<file path="src/rtl/fb_rect_fill_if.sv">
// Command and pixel-bus bundle for the rectangle fill engine.
// master: command source / frame-buffer memory side; slave: fill engine.
// Ports: cmd_* request/accept, px_* memory access with px_ready, busy/done/pix_count status.
// cmd_xor exists only when FB_FILL_XOR_EN is defined.
interface fb_rect_fill_if #(
  parameter int COUNT_W = 17
);
  logic               cmd_valid;
  logic               cmd_ready;
  logic [7:0]         cmd_col;
  logic [7:0]         cmd_row;
  logic [8:0]         cmd_width;
  logic [8:0]         cmd_height;
  logic [23:0]        cmd_colour;
`ifdef FB_FILL_XOR_EN
  logic               cmd_xor;
`endif
  logic [7:0]         px_col_address;
  logic [7:0]         px_row_address;
  logic [23:0]        px_write_data;
  logic               px_request;
  logic               px_write;
  logic [23:0]        px_read_data;
  logic               px_ready;
  logic               busy;
  logic               done;
  logic [COUNT_W-1:0] pix_count;

  modport master (
`ifdef FB_FILL_XOR_EN
    output cmd_xor,
`endif
    output cmd_valid, cmd_col, cmd_row, cmd_width, cmd_height, cmd_colour,
    input  cmd_ready,
    input  px_col_address, px_row_address, px_write_data, px_request, px_write,
    output px_read_data, px_ready,
    input  busy, done, pix_count
  );

  modport slave (
`ifdef FB_FILL_XOR_EN
    input  cmd_xor,
`endif
    input  cmd_valid, cmd_col, cmd_row, cmd_width, cmd_height, cmd_colour,
    output cmd_ready,
    output px_col_address, px_row_address, px_write_data, px_request, px_write,
    input  px_read_data, px_ready,
    output busy, done, pix_count
  );
endinterface

</file>
<file path="src/rtl/fb_rect_fill.sv">
// Rectangle fill engine: writes a colour over a WxH pixel block in raster order.
// Latency: one pixel per cycle when px_ready returns in the request cycle; done one cycle after the last write.
// Backpressure: px_ready low freezes address/data/request; commands are accepted only while idle.
// Ports: clk, reset (sync, active-high), bus (fb_rect_fill_if.slave: cmd_*, px_*, busy, done, pix_count).
// Optional feature macro FB_FILL_XOR_EN: adds cmd_xor and a read-modify-write (read, then write read^colour) per pixel.
module fb_rect_fill #(
  parameter int COUNT_W = 17
) (
  input  logic          clk,
  input  logic          reset,
  fb_rect_fill_if.slave bus
);

  localparam logic [1:0] ST_IDLE = 2'd0;
  localparam logic [1:0] ST_WR   = 2'd1;
`ifdef FB_FILL_XOR_EN
  localparam logic [1:0] ST_RD   = 2'd2;
`endif
  localparam logic [1:0] ST_DONE = 2'd3;

  logic [1:0]         state;
  logic [7:0]         start_col;
  logic [7:0]         col_idx;
  logic [7:0]         row_idx;
  logic [7:0]         width_m1;
  logic [7:0]         height_m1;
  logic [7:0]         cur_col;
  logic [7:0]         cur_row;
  logic [23:0]        wr_data;
  logic               req;
  logic               wr;
  logic [COUNT_W-1:0] count;
`ifdef FB_FILL_XOR_EN
  logic [23:0]        colour;
  logic               xor_mode;
`else
  logic               unused_rd;
  assign unused_rd = ^bus.px_read_data;
`endif

  // Sizes are held as size-1 so a full 256 fits in 8 bits; anything with bit 8 set saturates.
  logic [7:0] w_m1;
  logic [7:0] h_m1;
  logic       zero_size;
  logic       last_col;
  logic       last_row;

  always_comb begin
    w_m1      = bus.cmd_width[8]  ? 8'hFF : (bus.cmd_width[7:0]  - 8'd1);
    h_m1      = bus.cmd_height[8] ? 8'hFF : (bus.cmd_height[7:0] - 8'd1);
    zero_size = (bus.cmd_width == 9'd0) || (bus.cmd_height == 9'd0);
    last_col  = (col_idx == width_m1);
    last_row  = (row_idx == height_m1);
  end

  always_ff @(posedge clk) begin
    if (reset) begin
      state     <= ST_IDLE;
      start_col <= 8'd0;
      col_idx   <= 8'd0;
      row_idx   <= 8'd0;
      width_m1  <= 8'd0;
      height_m1 <= 8'd0;
      cur_col   <= 8'd0;
      cur_row   <= 8'd0;
      wr_data   <= 24'd0;
      req       <= 1'b0;
      wr        <= 1'b0;
      count     <= '0;
`ifdef FB_FILL_XOR_EN
      colour    <= 24'd0;
      xor_mode  <= 1'b0;
`endif
    end else begin
      case (state)
        ST_IDLE: begin
          if (bus.cmd_valid) begin
            start_col <= bus.cmd_col;
            cur_col   <= bus.cmd_col;
            cur_row   <= bus.cmd_row;
            width_m1  <= w_m1;
            height_m1 <= h_m1;
            col_idx   <= 8'd0;
            row_idx   <= 8'd0;
            wr_data   <= bus.cmd_colour;
            count     <= '0;
`ifdef FB_FILL_XOR_EN
            colour    <= bus.cmd_colour;
            xor_mode  <= bus.cmd_xor;
`endif
            if (zero_size) begin
              state <= ST_DONE;
              req   <= 1'b0;
              wr    <= 1'b0;
            end else begin
              req   <= 1'b1;
`ifdef FB_FILL_XOR_EN
              state <= bus.cmd_xor ? ST_RD : ST_WR;
              wr    <= ~bus.cmd_xor;
`else
              state <= ST_WR;
              wr    <= 1'b1;
`endif
            end
          end
        end
`ifdef FB_FILL_XOR_EN
        ST_RD: begin
          // Request stays high; only the write strobe and data change for the write phase.
          if (bus.px_ready) begin
            wr_data <= bus.px_read_data ^ colour;
            wr      <= 1'b1;
            state   <= ST_WR;
          end
        end
`endif
        ST_WR: begin
          if (bus.px_ready) begin
            count <= count + COUNT_W'(1);
            if (last_col && last_row) begin
              state <= ST_DONE;
              req   <= 1'b0;
              wr    <= 1'b0;
            end else begin
              // Addresses wrap modulo 256 naturally through 8-bit arithmetic.
              if (last_col) begin
                col_idx <= 8'd0;
                cur_col <= start_col;
                row_idx <= row_idx + 8'd1;
                cur_row <= cur_row + 8'd1;
              end else begin
                col_idx <= col_idx + 8'd1;
                cur_col <= cur_col + 8'd1;
              end
`ifdef FB_FILL_XOR_EN
              if (xor_mode) begin
                state <= ST_RD;
                wr    <= 1'b0;
              end
`endif
            end
          end
        end
        ST_DONE: begin
          state <= ST_IDLE;
        end
        default: begin
          state <= ST_IDLE;
          req   <= 1'b0;
          wr    <= 1'b0;
        end
      endcase
    end
  end

  assign bus.cmd_ready      = (state == ST_IDLE);
  assign bus.busy           = (state != ST_IDLE);
  assign bus.done           = (state == ST_DONE);
  assign bus.px_col_address = cur_col;
  assign bus.px_row_address = cur_row;
  assign bus.px_write_data  = wr_data;
  assign bus.px_request     = req;
  assign bus.px_write       = wr;
  assign bus.pix_count      = count;

endmodule

</file>
<file path="src/flat_wrapper.sv">
// flat-port wrapper written by rule: the top's interface ports become plain ports
module fb_rect_fill_flat 
#(
  parameter int COUNT_W = 17
)
  (clk, reset, bus_cmd_valid, bus_cmd_col, bus_cmd_row, bus_cmd_width, bus_cmd_height, bus_cmd_colour, bus_cmd_ready, bus_px_col_address, bus_px_row_address, bus_px_write_data, bus_px_request, bus_px_write, bus_px_read_data, bus_px_ready, bus_busy, bus_done, bus_pix_count);
  fb_rect_fill_if #(.COUNT_W(COUNT_W)) bus_i ();
  input  logic clk;
  input  logic reset;
  input wire logic [$bits(bus_i.cmd_valid)-1:0] bus_cmd_valid;
  input wire logic [$bits(bus_i.cmd_col)-1:0] bus_cmd_col;
  input wire logic [$bits(bus_i.cmd_row)-1:0] bus_cmd_row;
  input wire logic [$bits(bus_i.cmd_width)-1:0] bus_cmd_width;
  input wire logic [$bits(bus_i.cmd_height)-1:0] bus_cmd_height;
  input wire logic [$bits(bus_i.cmd_colour)-1:0] bus_cmd_colour;
  output wire logic [$bits(bus_i.cmd_ready)-1:0] bus_cmd_ready;
  output wire logic [$bits(bus_i.px_col_address)-1:0] bus_px_col_address;
  output wire logic [$bits(bus_i.px_row_address)-1:0] bus_px_row_address;
  output wire logic [$bits(bus_i.px_write_data)-1:0] bus_px_write_data;
  output wire logic [$bits(bus_i.px_request)-1:0] bus_px_request;
  output wire logic [$bits(bus_i.px_write)-1:0] bus_px_write;
  input wire logic [$bits(bus_i.px_read_data)-1:0] bus_px_read_data;
  input wire logic [$bits(bus_i.px_ready)-1:0] bus_px_ready;
  output wire logic [$bits(bus_i.busy)-1:0] bus_busy;
  output wire logic [$bits(bus_i.done)-1:0] bus_done;
  output wire logic [$bits(bus_i.pix_count)-1:0] bus_pix_count;
  assign bus_i.cmd_valid = bus_cmd_valid;
  assign bus_i.cmd_col = bus_cmd_col;
  assign bus_i.cmd_row = bus_cmd_row;
  assign bus_i.cmd_width = bus_cmd_width;
  assign bus_i.cmd_height = bus_cmd_height;
  assign bus_i.cmd_colour = bus_cmd_colour;
  assign bus_cmd_ready = bus_i.cmd_ready;
  assign bus_px_col_address = bus_i.px_col_address;
  assign bus_px_row_address = bus_i.px_row_address;
  assign bus_px_write_data = bus_i.px_write_data;
  assign bus_px_request = bus_i.px_request;
  assign bus_px_write = bus_i.px_write;
  assign bus_i.px_read_data = bus_px_read_data;
  assign bus_i.px_ready = bus_px_ready;
  assign bus_busy = bus_i.busy;
  assign bus_done = bus_i.done;
  assign bus_pix_count = bus_i.pix_count;
  fb_rect_fill #(.COUNT_W(COUNT_W)) u_core (.clk(clk), .reset(reset), .bus(bus_i));
endmodule
</file>
<file path="config.mk">
export PLATFORM = sky130hd
export DESIGN_NAME = fb_rect_fill_flat
export DESIGN_NICKNAME = d
export VERILOG_FILES = /design/src/rtl/fb_rect_fill_if.sv /design/src/rtl/fb_rect_fill.sv /design/src/flat_wrapper.sv
export SDC_FILE = /design/constraint.sdc
export NUM_CORES = 1
export LEC_CHECK = 0
export CAP_MARGIN = 20
export CORE_ASPECT_RATIO = 0.8
export CORE_UTILIZATION = 35
export CTS_CLUSTER_DIAMETER = 60
export DETAILED_ROUTE_END_ITERATION = 10
export GPL_ROUTABILITY_DRIVEN = 0
export PLACE_DENSITY = 0.67
export SYNTH_ARGS = -nofsm -noshare
export SYNTH_HDL_FRONTEND = slang
export SYNTH_SLANG_ARGS = --single-unit
</file>
<file path="constraint.sdc">
create_clock -name clk -period 3.1 [get_ports clk]
set_input_delay 0.31 -clock clk [delete_from_list [all_inputs] [get_ports clk]]
set_output_delay 0.31 -clock clk [all_outputs]
set_load 0.02 [all_outputs]
</file>
==> results of run 1 <==
## worst register-to-register path, stage by stage (launching register included)
cell	delay, ns
dfxtp_1	0.67
mux2i_1	0.21
or2_1	0.29
buf_4	0.22
a21oi_2	0.11
buf_4	0.28
nand2_1	0.10
o32ai_1	0.31
## sequential cells by signal, indices dropped and copies added (netlist names)
name and count:
u_core.bus.px_col_address 8, u_core.row_idx 8, u_core.bus.px_write_data 24, u_core.start_col 8
u_core.width_m1 8, u_core.state 2, u_core.height_m1 8, u_core.bus.px_row_address 8
u_core.bus.px_request 1, u_core.bus.pix_count 17, u_core.col_idx 8
## power by group through the flow
stage / sequential (uW) / clock, uW / combinational [uW]
after floorplan: 1500 / 0 / 333
after global placement: 1460 / 0 / 626
after detailed placement: 1460 / 0 / 640
after CTS: 1430 / 1270 / 645
after global routing: 1450 / 1330 / 700
final: 1440 / 1240 / 642
## logic make-up after synthesis
kind of cell | synth area share [%]
mux | 2.10
fa+ha+maj | 2.33
simple gates | 23.9
xor+xnor | 9.77
compound gates | 16.3
buf+inv | 4.15
flops | 41.5
## path summary, 6_finish.rpt
check | depth (start not counted) | slack (ns) | end | startpoint
min reg2reg | 2 | 0.45 | u_core.bus.px_write_data[8] | u_core.bus.px_write_data[8]
max reg2reg | 7 | 0.81 | u_core.bus.px_col_address[1] | u_core.state[0]
min | 2 | 0.43 | u_core.bus.px_write_data[14] | reset
max | 7 | 0.81 | u_core.bus.px_col_address[1] | u_core.state[0]
## per-layer routing
metal	GRT usage [%]	vias to the layer above	share of wire, %
met5	0	-	0
met3	5.63	9	7.2
li1	-	2248	-
met1	23.2	2056	45
met4	3.90	0	0.98
met2	30.4	132	47
## synth_stat cells (8+ instances only)
| library cell | count |
|---|---|
| a31oi_1 | 12 |
| mux2i_1 | 9 |
| nand3_1 | 25 |
| dfxtp_1 | 100 |
| inv_1 | 11 |
| nor2_1 | 47 |
| o21ai_0 | 16 |
| xnor2_1 | 34 |
| a21oi_1 | 51 |
| xor2_1 | 18 |
| nor3_1 | 12 |
| nand2_1 | 114 |
| ha_1 | 9 |
| clkbuf_1 | 21 |
| o31ai_1 | 8 |
## area by class of cell
type	instances	area share [%]
clock buffers	11	3.73
flip-flops and latches	100	30.7
well taps	175	3.36
inverters	11	0.634
multi-input cells	444	40.4
repair buffers	132	19.9
clock inverters	5	1.27
## stage by stage
| stage | util (%) | worst slack [ns] | instance area (um^2) | power, uW | cells |
|---|---|---|---|---|---|
| after floorplan | - | 1.33 | 4830 | 1830 | 589 |
| after global placement | 47.1 | 0.798 | 6190 | 2090 | 862 |
| after detailed placement | 47.1 | 0.738 | 6190 | 2100 | 862 |
| after CTS | 49.5 | 0.818 | 6510 | 3350 | 878 |
| after global routing | 49.5 | 0.625 | 6510 | 3470 | 878 |
| final | 49.5 | 0.808 | 6510 | 3320 | 878 |
==> impl_metrics.py, run 1 <==
metrics = {
    "pwr": {
        "seq_power_share_pct": 43.3,
        "swShare_pct": 27.9,
        "power.internal_uw": 2390,
        "p_sw_uw": 926,
        "p_leak_uw": 0.00233,
        "p_per_area_nw_per_um2": 509,
        "ir_drop_mv": 0.313,
        "pwr-share-clk_pct": 37.4,
        "comb_power_share_pct": 19.4,
    },
    "cts": {
        "clk_latency_ns": 0.35,
        "cts_root_buffer": "clkbuf_16",
        "numCtsBuffers": 9,
        "cts_tree": "done",
        "clk_pin_slew_worst_paths_ns": 0.07,
        "clkSinkCount": 100,
        "cts_buffer_depth": 2,
        "ctsHoldBuffers": 0,
        "post-cts-setup-buffers": 0,
        "htree_num_levels": 3,
        "cts-resized-gates": 0,
    },
    "drt": {
        "drt_iter0_drc": 209,
        "wl_per_cell_um": 14.4,
        "vias": 4445,
        "viasPerCell": 5.06,
        "ant_nets": 0,
        "routed_wl_um": 12600,
        "dr.pass1.iters": 7,
        "post-route-drc-count": 0,
    },
    "cells_and_area": {
        "layout_commonest_cell": "clkdlybuf4s50_1",
        "nets": 793,
        "area_growth_pct": 34.8,
        "diodes": 0,
        "layout_common_cells": "clkdlybuf4s50_1 (122), nand2_1 (114), dfxtp_1 (100)",
        "multi_input_area_um2": 2630,
        "nFillCells": 1236,
        "final-seq-area_um2": 2000,
        "drive_above_1_share_pct": 6.26,
    },
    "yosys": {
        "async_reset_ff_share_pct": 0,
        "synth_area_leaders": "dfxtp_1 (41%), nand2_1 (8.9%), xnor2_1 (6.2%)",
        "avgSynthCellArea_um2": 8.20,
        "synth.largest_area_cell": "dfxtp_1",
        "ys.flop_type": "dfxtp_1",
        "synthCells": 589,
        "ys_seq_elements": 100,
        "synth_edf_count": 0,
        "synth.distinct_cells": 56,
        "synth_top_area_share_pct": 41.5,
        "ys.warnings.count": 0,
        "syn_nets": 684,
        "syn_area_um2": 4830,
        "synth_seq_area_share_pct": 41.5,
    },
    "setup_path": {
        "required_ns": 3.34,
        "crit_family": "flip-flops",
        "worst_path_largest_cell_delay_ns": 0.67,
        "worst_setup_path_start_kind": "flop",
        "cp_common_cell": "buf_4",
        "arrival_ns": 2.53,
        "critPathBufInv": 2,
        "cp_max_fo": 22,
        "critPathKind": "flop to flop",
        "critical_path.cell_chain": "mux2i_1 > or2_1 > buf_4 > a21oi_2 > buf_4 > nand2_1 > o32ai_1",
        "endpoint_kind": "flop",
        "crit_slowest_cell": "dfxtp_1",
    },
    "sta": {
        "hold_viol": 0,
        "maxSlewViolCount": 0,
        "fmax_ghz": 0.436,
        "tightestPinTransition_ns": 0.742,
        "hold-worst-slack_ns": 0.429,
        "slew_headroom_pct": 50.5,
        "fin_crit_sh_pct": 73.9,
        "finalCriticalPeriod_ns": 2.29,
        "setup_viol": 0,
        "skew_ns": 0.00829,
        "rsz0062_at_grt": "false",
        "finalSetupTns_ns": 0,
    },
    "die": {
        "start_util_pct": 36.7,
        "dieArea_um2": 14300,
        "die_y_um": 107,
        "core_area_um2": 13100,
        "std_cell_rows": 37,
        "die_x_um": 133,
        "io_pins": 148,
    },
    "flow_run": {
        "cap_viol_max_count": 0,
    },
    "status": {
        "status": "completed",
    },
    "grt": {
        "grt-ovfl-total": 0,
        "antenna_found_initial": 0,
        "grt_max_degree": 35,
        "grt_pass1_vias": 4294,
        "grt_use_total_pct": 18.3,
        "grt_pass1_wl_um": 21000,
    },
    "min_path": {
        "hold_class": "primary input to flop",
    },
    "placed_design": {
        "dp.final_hpwl_um": 9090,
        "io_buffer_count": 123,
    },
}
Note: power is estimated with default switching activity, not from simulation.
==> run 2, diff against run 1 <==
--- a/config.mk
+++ b/config.mk
@@ -11,7 +11,7 @@
 export CTS_CLUSTER_DIAMETER = 60
 export DETAILED_ROUTE_END_ITERATION = 10
 export GPL_ROUTABILITY_DRIVEN = 0
-export PLACE_DENSITY = 0.67
+export PLACE_DENSITY = 0.69
 export SYNTH_ARGS = -nofsm -noshare
 export SYNTH_HDL_FRONTEND = slang
 export SYNTH_SLANG_ARGS = --single-unit
==> constraint.sdc (replaced) <==
create_clock -name clk -period 2 [get_ports clk]
set_input_delay 0.2 -clock clk [delete_from_list [all_inputs] [get_ports clk]]
set_output_delay 0.2 -clock clk [all_outputs]
set_load 0.02 [all_outputs]
==> run 2 against run 1 <==
Net effect:
- final area is 3.3% higher
- clock power rose by 49%
- register-to-register slack worse by 0.65 ns
- combinational power up 68%
- non-clock buffer count is 20 higher
- sequential power up 54%
- worst hold slack worse by 0.18 ns
- sequential share of layout area is 0.92 points lower
- first-iteration DRC count up 22%
- die area unchanged
- setup slack worse by 0.69 ns
- final cell count up 2.3%
- critical endpoint is now bus_busy
- largest cell class unchanged
- highest routed layer unchanged
==> impl_metrics.py, run 2 (synthesized netlist as in run 1, its figures left out) <==
metrics = {
    "setup_path": {
        "critPathKind": "flop to primary output",
        "cp_max_fo": 12,
        "endpoint_kind": "primary output",
        "arrival_ns": 1.68,
        "required_ns": 1.80,
        "worst_setup_path_start_kind": "flop",
    },
    "grt": {
        "grt_pass1_vias": 4564,
        "grt_pass1_wl_um": 21100,
        "grt_use_total_pct": 18.2,
        "grt-ovfl-total": 0,
        "grt_max_degree": 42,
        "antenna_found_initial": 0,
    },
    "pwr": {
        "p_per_area_nw_per_um2": 766,
        "ir_drop_mv": 0.485,
        "p_leak_uw": 0.00245,
    },
    "cts": {
        "htree_num_levels": 3,
        "cts_root_buffer": "clkbuf_16",
        "cts_buffer_depth": 2,
        "clk_latency_ns": 0.34,
        "clkSinkCount": 100,
        "clk_pin_slew_worst_paths_ns": 0.07,
        "numCtsBuffers": 9,
        "cts_tree": "done",
        "ctsHoldBuffers": 0,
    },
    "placed_design": {
        "placement.cell_area_um2": 6360,
        "io_buffer_count": 123,
        "dp.cells": 880,
        "dp.final_hpwl_um": 9540,
        "pre_cts_ws_ns": -0.111,
    },
    "die": {
        "core_area_um2": 13100,
        "io_pins": 148,
        "dieArea_um2": 14300,
        "die_y_um": 107,
        "std_cell_rows": 37,
        "start_util_pct": 36.7,
        "die_x_um": 133,
    },
    "cells_and_area": {
        "drive_above_1_share_pct": 9.96,
        "area_growth_pct": 39.3,
        "largest_reg_flops": 24,
        "layout_commonest_cell": "clkdlybuf4s50_1",
        "final_cells": 898,
        "diodes": 0,
        "nets": 813,
        "layout_common_cells": "clkdlybuf4s50_1 (121), nand2_1 (114), dfxtp_1 (97)",
        "final_cell_area_um2": 6730,
    },
    "min_path": {
        "hold_class": "primary input to flop",
    },
    "sta": {
        "finalWorstSetupSlack_ns": 0.118,
        "rsz0062_at_grt": "false",
        "hold_viol": 0,
        "fmax_ghz": 0.531,
        "skew_ns": 0.0112,
        "finalSetupTns_ns": 0,
        "setup_viol": 0,
        "finalCriticalPeriod_ns": 1.88,
        "tightestPinTransition_ns": 0.487,
        "hold-worst-slack_ns": 0.250,
        "maxSlewViolCount": 0,
        "slew_headroom_pct": 67.5,
        "fin_crit_sh_pct": 94.1,
    },
    "drt": {
        "wl_per_cell_um": 14.4,
        "ant_nets": 0,
        "dr.pass1.iters": 4,
        "viasPerCell": 5.09,
        "vias": 4567,
        "post-route-drc-count": 0,
        "drt_iter0_drc": 255,
        "routed_wl_um": 13000,
    },
    "flow_run": {
        "cap_viol_max_count": 0,
    },
    "status": {
        "status": "completed",
    },
}
==> run 2: layout make-up <==
type                    instances  area (um^2)
multi-input cells             444         2660
clock buffers                  10          229
well taps                     175          219
inverters                      11         41.3
flip-flops and latches        100         2010
fillers                      1225         6420
repair buffers                152         1480
clock inverters                 6         86.3
==> run 2: timing repair <==
| action | in CTS | in global routing |
|---|---|---|
| gates resized for setup | 1 | 8 |
| buffers inserted | 0 | 2 |
| pin swaps | 0 | 3 |
| endpoints found under the setup margin | 2 | 6 |
==> run 2: worst max-delay path: stages, from the launching register on <==
cell	delay [ns]
dfxtp_1	0.32
buf_4	0.19
nor2_2	0.22
inv_1	0.07
clkdlybuf4s50_1	0.54
==> run 2: through the flow <==
step                total power [uW]  utilization (%)
floorplan                       2840                -
global placement                3290             48.4
detailed placement              3320             48.4
CTS                             5180             50.8
global route                    5390             51.2
finish                          5150             51.2
==> run 2: final timing paths <==
path                                     startpoint             endpoint  slack, ns  cells after the start
worst min register to register  u_core.start_col[7]  u_core.start_col[7]       0.46                      2
worst max register to register    u_core.col_idx[4]    u_core.col_idx[5]       0.16                      7
worst min-delay path                          reset  u_core.start_col[7]       0.25                      2
worst max-delay path                u_core.state[0]             bus_busy       0.12                      4
==> run 2: where the power goes <==
group          leakage, uW  internal [uW]  total, uW  switching, uW
Combinational      0.00148            517       1080            567
Sequential        0.000820           2110       2220            109
Clock             0.000153           1100       1850            752
Total              0.00245           3720       5150           1430
==> run 2: routing by layer <==
metal	vias up	wire length [um]	GRT usage (%)
met3	17	718	5.34
met2	105	6280	31.8
met1	2157	5810	21.7
met5	-	0	0
li1	2288	-	-
met4	0	157	5.11
==> run 3, diff against run 2 <==
--- a/config.mk
+++ b/config.mk
@@ -5,6 +5,7 @@
 export SDC_FILE = /design/constraint.sdc
 export NUM_CORES = 1
 export LEC_CHECK = 0
+export ABC_CLOCK_PERIOD_IN_PS = 2000
 export CAP_MARGIN = 20
 export CORE_ASPECT_RATIO = 0.8
 export CORE_UTILIZATION = 35
==> results of run 3 <==
Same layout as run 2: the final DEF is identical, and so are final timing and power.
